## src/rtl/icache_controller.sv

```systemverilog
// rtl/icache_controller.sv - Instruction cache control: fetch, one-cycle-late hit check, block refill, flush.
// Optional hit/miss counters are compiled in with ICACHE_PERF_COUNTERS_EN.

typedef struct packed {
  logic data;
  logic tag;
  logic valid;
} instruction_enable_t;

module icache_controller #(
  parameter int CACHE_SIZE = 8192,
  parameter int BLOCK_SIZE = 16
) (
  input  logic                clk_i,
  input  logic                rst_n_i,
  input  logic                fetch_i,
  input  logic [31:0]         fetch_address_i,
  input  logic                fence_i,
  output logic                stall_o,
  output logic                instruction_valid_o,
  output logic                fence_done_o,
  output logic                load_request_o,
  output logic [31:0]         load_address_o,
  input  logic                load_valid_i,
  input  logic [31:0]         load_data_i,
  output logic [31:0]         cache_read_address_o,
  output instruction_enable_t cache_read_o,
  input  logic                cache_hit_i,
  output logic [31:0]         cache_write_address_o,
  output instruction_enable_t cache_write_o,
  output logic [31:0]         cache_instruction_o,
  output logic                cache_valid_o
`ifdef ICACHE_PERF_COUNTERS_EN
  ,
  output logic [31:0]         hit_count_o,
  output logic [31:0]         miss_count_o
`endif
);
  localparam int WORDS  = BLOCK_SIZE / 4;
  localparam int INDEX  = $clog2(CACHE_SIZE / BLOCK_SIZE);
  localparam int OFFSET = $clog2(BLOCK_SIZE);
  localparam int BEAT_W = (WORDS > 1) ? $clog2(WORDS) : 1;
  localparam logic [INDEX-1:0]  LAST_INDEX = '1;
  localparam logic [BEAT_W-1:0] LAST_BEAT  = BEAT_W'(WORDS - 1);

  typedef enum logic [2:0] {FLUSH, IDLE, COMPARE, ALLOCATE, REFILL, REPLAY} state_e;

  state_e            state_q, state_d;
  logic [INDEX-1:0]  flush_cnt_q, flush_cnt_d;
  logic [BEAT_W-1:0] beat_cnt_q, beat_cnt_d;
  logic [31:0]       addr_q, addr_d;
  logic              fence_pend_q, fence_pend_d;
  logic              fence_flush_q, fence_flush_d;

  logic        fetch_ok;
  logic        last_beat;
  logic [31:0] block_base;

  // A fence (live or pending) always wins over a fetch presented in the same cycle.
  assign fetch_ok   = fetch_i && !fence_i &&
                      ((state_q == IDLE) || (state_q == COMPARE && cache_hit_i && !fence_pend_q));
  assign last_beat  = (beat_cnt_q == LAST_BEAT);
  assign block_base = {addr_q[31:OFFSET], {OFFSET{1'b0}}};

  always_ff @(posedge clk_i or negedge rst_n_i) begin
    if (!rst_n_i) begin
      state_q       <= FLUSH;
      flush_cnt_q   <= '0;
      beat_cnt_q    <= '0;
      addr_q        <= '0;
      fence_pend_q  <= 1'b0;
      fence_flush_q <= 1'b0;
    end else begin
      state_q       <= state_d;
      flush_cnt_q   <= flush_cnt_d;
      beat_cnt_q    <= beat_cnt_d;
      addr_q        <= addr_d;
      fence_pend_q  <= fence_pend_d;
      fence_flush_q <= fence_flush_d;
    end
  end

  always_comb begin
    state_d       = state_q;
    flush_cnt_d   = flush_cnt_q;
    beat_cnt_d    = beat_cnt_q;
    addr_d        = fetch_ok ? fetch_address_i : addr_q;
    fence_pend_d  = fence_pend_q;
    fence_flush_d = fence_flush_q;
    case (state_q)
      FLUSH: begin
        flush_cnt_d = flush_cnt_q + 1'b1;
        if (fence_i) begin
          flush_cnt_d   = '0;
          fence_flush_d = 1'b1;
        end else if (flush_cnt_q == LAST_INDEX) begin
          state_d       = IDLE;
          fence_flush_d = 1'b0;
        end
      end
      IDLE: begin
        if (fence_i) begin
          state_d       = FLUSH;
          flush_cnt_d   = '0;
          fence_flush_d = 1'b1;
        end else if (fetch_i) begin
          state_d = COMPARE;
        end
      end
      COMPARE: begin
        if (cache_hit_i) begin
          if (fence_i || fence_pend_q) begin
            state_d       = FLUSH;
            flush_cnt_d   = '0;
            fence_flush_d = 1'b1;
            fence_pend_d  = 1'b0;
          end else if (!fetch_i) begin
            state_d = IDLE;
          end
        end else begin
          state_d      = ALLOCATE;
          fence_pend_d = fence_pend_q | fence_i;
        end
      end
      ALLOCATE: begin
        state_d      = REFILL;
        beat_cnt_d   = '0;
        fence_pend_d = fence_pend_q | fence_i;
      end
      REFILL: begin
        fence_pend_d = fence_pend_q | fence_i;
        if (load_valid_i) begin
          beat_cnt_d = beat_cnt_q + 1'b1;
          if (last_beat) state_d = REPLAY;
        end
      end
      REPLAY: begin
        fence_pend_d = fence_pend_q | fence_i;
        state_d      = COMPARE;
      end
      default: state_d = FLUSH;
    endcase
  end

  always_comb begin
    stall_o               = 1'b1;
    instruction_valid_o   = 1'b0;
    fence_done_o          = 1'b0;
    load_request_o        = 1'b0;
    load_address_o        = '0;
    cache_read_address_o  = '0;
    cache_read_o          = '0;
    cache_write_address_o = '0;
    cache_write_o         = '0;
    cache_instruction_o   = '0;
    cache_valid_o         = 1'b0;
    case (state_q)
      FLUSH: begin
        // Held off while reset is asserted so every output reads zero in reset.
        cache_write_o.valid   = rst_n_i;
        cache_write_address_o = 32'(flush_cnt_q) << OFFSET;
        fence_done_o          = fence_flush_q && (flush_cnt_q == LAST_INDEX) && !fence_i;
      end
      IDLE: stall_o = 1'b0;
      COMPARE: begin
        if (cache_hit_i) begin
          stall_o             = 1'b0;
          instruction_valid_o = 1'b1;
        end
      end
      ALLOCATE: begin
        load_request_o = 1'b1;
        load_address_o = block_base;
      end
      REFILL: begin
        if (load_valid_i) begin
          cache_write_o.data    = 1'b1;
          cache_write_address_o = block_base | (32'(beat_cnt_q) << 2);
          cache_instruction_o   = load_data_i;
          if (last_beat) begin
            cache_write_o.tag   = 1'b1;
            cache_write_o.valid = 1'b1;
            cache_valid_o       = 1'b1;
          end
        end
      end
      REPLAY: begin
        cache_read_o         = '1;
        cache_read_address_o = addr_q;
      end
      default: ;
    endcase
    if (fetch_ok) begin
      cache_read_o         = '1;
      cache_read_address_o = fetch_address_i;
    end
  end

`ifdef ICACHE_PERF_COUNTERS_EN
  logic        replay_q, replay_d;
  logic [31:0] hit_count_q, hit_count_d;
  logic [31:0] miss_count_q, miss_count_d;

  always_comb begin
    replay_d     = (state_q == REPLAY);
    hit_count_d  = hit_count_q;
    miss_count_d = miss_count_q;
    if (state_q == COMPARE) begin
      if (cache_hit_i && !replay_q && hit_count_q != '1) hit_count_d = hit_count_q + 1'b1;
      if (!cache_hit_i && miss_count_q != '1)             miss_count_d = miss_count_q + 1'b1;
    end
  end

  always_ff @(posedge clk_i or negedge rst_n_i) begin
    if (!rst_n_i) begin
      replay_q     <= 1'b0;
      hit_count_q  <= '0;
      miss_count_q <= '0;
    end else begin
      replay_q     <= replay_d;
      hit_count_q  <= hit_count_d;
      miss_count_q <= miss_count_d;
    end
  end

  assign hit_count_o  = hit_count_q;
  assign miss_count_o = miss_count_q;
`endif

endmodule

```

## config.mk

```make
export PLATFORM = sky130hd
export DESIGN_NAME = icache_controller
export DESIGN_NICKNAME = d
export VERILOG_FILES = /design/src/rtl/icache_controller.sv
export SDC_FILE = /design/constraint.sdc
export NUM_CORES = 1
export LEC_CHECK = 0
export ABC_AREA = 0
export CAP_MARGIN = 40
export CORE_MARGIN = 2
export CORE_UTILIZATION = 34
export DETAILED_ROUTE_END_ITERATION = 6
export PLACE_DENSITY = 0.78
export SLEW_MARGIN = 5
export SYNTH_ARGS = -nofsm -noshare
export SYNTH_HDL_FRONTEND = slang
export SYNTH_SLANG_ARGS = --single-unit
export TNS_END_PERCENT = 20
```

## constraint.sdc

```tcl
create_clock -name clk_i -period 1.89 [get_ports clk_i]
set_input_delay 0.4725 -clock clk_i [delete_from_list [all_inputs] [get_ports clk_i]]
set_output_delay 0.4725 -clock clk_i [all_outputs]
set_load 0.005 [all_outputs]
```

==> impl_metrics.toml <==
[logic_synthesis]
async_flop_share = 1.00
synth_top_cell_by_area = "dfrtp_1"
synth_top_area_frac = 0.362
synth-edff-count = 0
ys_seq_area_frac = 0.362
synthCells = 328
syn_avg_cell_area_um2 = 10.1
synthFlopType = "dfrtp_1"
ys_ff_latch = 48
yosys_warnings = 0
yosysUniqueCellTypes = 45
netlist_area_mm2 = 0.00331
synth_area_leaders = "dfrtp_1 (36%), and2_1 (15%), a22o_1 (12%)"

[clocking]
numCtsBuffers = 5
ctsLongestPathBuffers = 2
root_buffer = "clkbuf_8"
insertion_delay_ns = 0.30
clkTransAtPathRegs_ns = 0.09
cts_sinks = 48
cts_tree = "yes"
h-tree-depth = 2
postCtsHoldBufs = 0

[critical_path]
cp_max_fo = 4
cp-startpoint = "state_q[0]"
cp-start-kind = "register"
cp-end-kind = "output pin"
timing.rr.start = "state_q[0]"
worstPathArrival_ns = 1.89
required_ns = 1.42
worstSetupPathType = "register to output pin"

[floorplanning]
die-area_mm2 = 0.0106
fp.dieW_um = 103
core_area_mm2 = 0.00959
start_util = 0.345
num_rows = 36
ios = 209
chipHeight_um = 103

[finish]
finalNonFillerCells = 762
drive_gt1_frac = 0.545
final_util = 0.675
syn_to_final_growth_pct = 95.3
antennaDiodeCount = 0
finalNetCount = 701

[drt]
drcViolationCount = 0
drtIter0Drc = 130
wire_per_inst_um = 18.1
route.antenna.remaining_nets = 0
drtPass1Iterations = 6
wl_mm = 13.8
num_vias = 3762
vias_per_cell = 4.94

[grt]
track_usage = 0.202
antenna_found_initial = 0
grt_pass1_wl_mm = 16.7
grt_start_max_net_pins = 49
grt.overflow.total = 0
grt_pass1_vias = 3310

[pwr]
pwr_density_cell_mw_per_mm2 = 762
ir_drop_uv = 414
p_leak_uw = 0.00335

[placed_design]
post-place-ws_ns = -0.954
gp_congestion = 0.842
port_buffers = 202
hpwl_mm = 8.40
dp_cells = 700

[sta]
clock_skew_ns = 0.00777
tightest_slew_ns = 0.609
max_freq_ghz = 0.423
worst_slack_ns = -0.473
rsz0062_at_grt = "yes"
hold_viol = 0
period_share = 1.25
finalCriticalPeriod_ns = 2.36
tns_ns = -45.83
finalSetupViolCount = 146
slew_viol_final = 0
maxSlewHeadroom = 0.594

[min_path]
hold_class = "input pin to async pin"

[job]
max_cap_violations = 0

[run_status]
outcome = "finished, violations left"
failed_checks = "setup timing"
## per-stage QoR
step	area, um2	hold slack, ns	total power, uW
2_1_floorplan	3350	0.177	2650
3_3_place_gp	5860	0.488	3690
3_5_place_dp	5860	0.500	3770
4_1_cts	6060	0.348	4450
5_1_grt	6470	0.375	5220
6_report	6470	0.317	4940
## placed cells by master (no fill, tap or decap), types with 7 or more instances in the layout
| master | n |
|---|---|
| buf_4 | 75 |
| clkdlybuf4s50_1 | 65 |
| buf_6 | 61 |
| buf_2 | 61 |
| and2_1 | 52 |
| dfrtp_1 | 47 |
| a22o_1 | 44 |
| mux2_4 | 32 |
| and2_4 | 30 |
| clkbuf_2 | 24 |
| clkdlybuf4s15_2 | 11 |
| nor2_1 | 10 |
| nand2_1 | 9 |
| buf_12 | 7 |
## critical path, cell delays in order (launching register included)
cell      delay [ns]
dfrtp_1         0.43
buf_6           0.14
nand2b_4        0.06
o21ai_2         0.05
and4_4          0.21
buf_8           0.14
buf_8           0.12
buf_6           0.11
a22o_1          0.21
buf_2           0.12
## Yosys cell counts (5+ instances only)
cell and number:
buf_2 5, and2_1 82, o21ai_0 5, buf_4 14
clkbuf_1 14, nand2_1 10, nor2_1 12, mux2_4 17
a21oi_1 6, a22o_1 44, dfrtp_1 48, a31oi_1 5
mux2_2 17
## kinds of logic after synthesis
group / synth area share
adder cells (fa/ha/maj): 0.0113
AND/OR/NAND/NOR: 0.234
other: 0.00113
AO/OA/AOI/OAI: 0.172
buffers and inverters: 0.0785
XOR/XNOR: 0.00264
multiplexers: 0.138
flip-flops: 0.362
## routing by layer
layer | global-route usage | part of all wire | wire length [um]
met1 | 0.233 | 0.38 | 5260
met5 | 0 | 0 | 0
met4 | 0.0587 | 0.021 | 295
met2 | 0.374 | 0.53 | 7340
met3 | 0.0454 | 0.064 | 876
## worst paths after layout
path	end	slack, ns	depth (start not counted)
worst max-delay path	cache_read_address_o[23]	-0.47	9
worst min-delay path	addr_q[12]	0.32	2
worst max register to register	addr_q[29]	-0.29	11
worst min register to register	fence_flush_q	0.53	2
max in group asynchronous	state_q[2]	1.14	2
min in group clk_i	fence_flush_q	0.53	2
## repair_timing
| action | 4_1_cts | 5_1_grt |
|---|---|---|
| setup buffers | 11 | 36 |
| resized for setup | 248 | 279 |
| pin swaps | 18 | 32 |
| setup endpoints to repair | 150 | 166 |
| gates cloned | 3 | 7 |
## registers in the layout, indices dropped and copies added, names as in the netlist
register       count
flush_cnt_q        9
beat_cnt_q         2
state_q            3
addr_q            32
fence_flush_q      1
fence_pend_q       1
## power by group
part / switching, uW / internal, uW
Clock: 358 / 293
Sequential: 369 / 1370
Combinational: 968 / 1580
## area by class of cell
| cell class | instances | area, um2 |
|---|---|---|
| Fill cell | 756 | 3120 |
| Timing Repair Buffer | 325 | 2950 |
| Multi-Input combinational cell | 244 | 2050 |
| Sequential cell | 48 | 1200 |
| Tap cell | 133 | 166 |
| Clock buffer | 6 | 82.6 |
| Inverter | 4 | 15.0 |
| Clock inverter | 2 | 10.0 |
No activity file was read; power rests on OpenSTA's default activity.
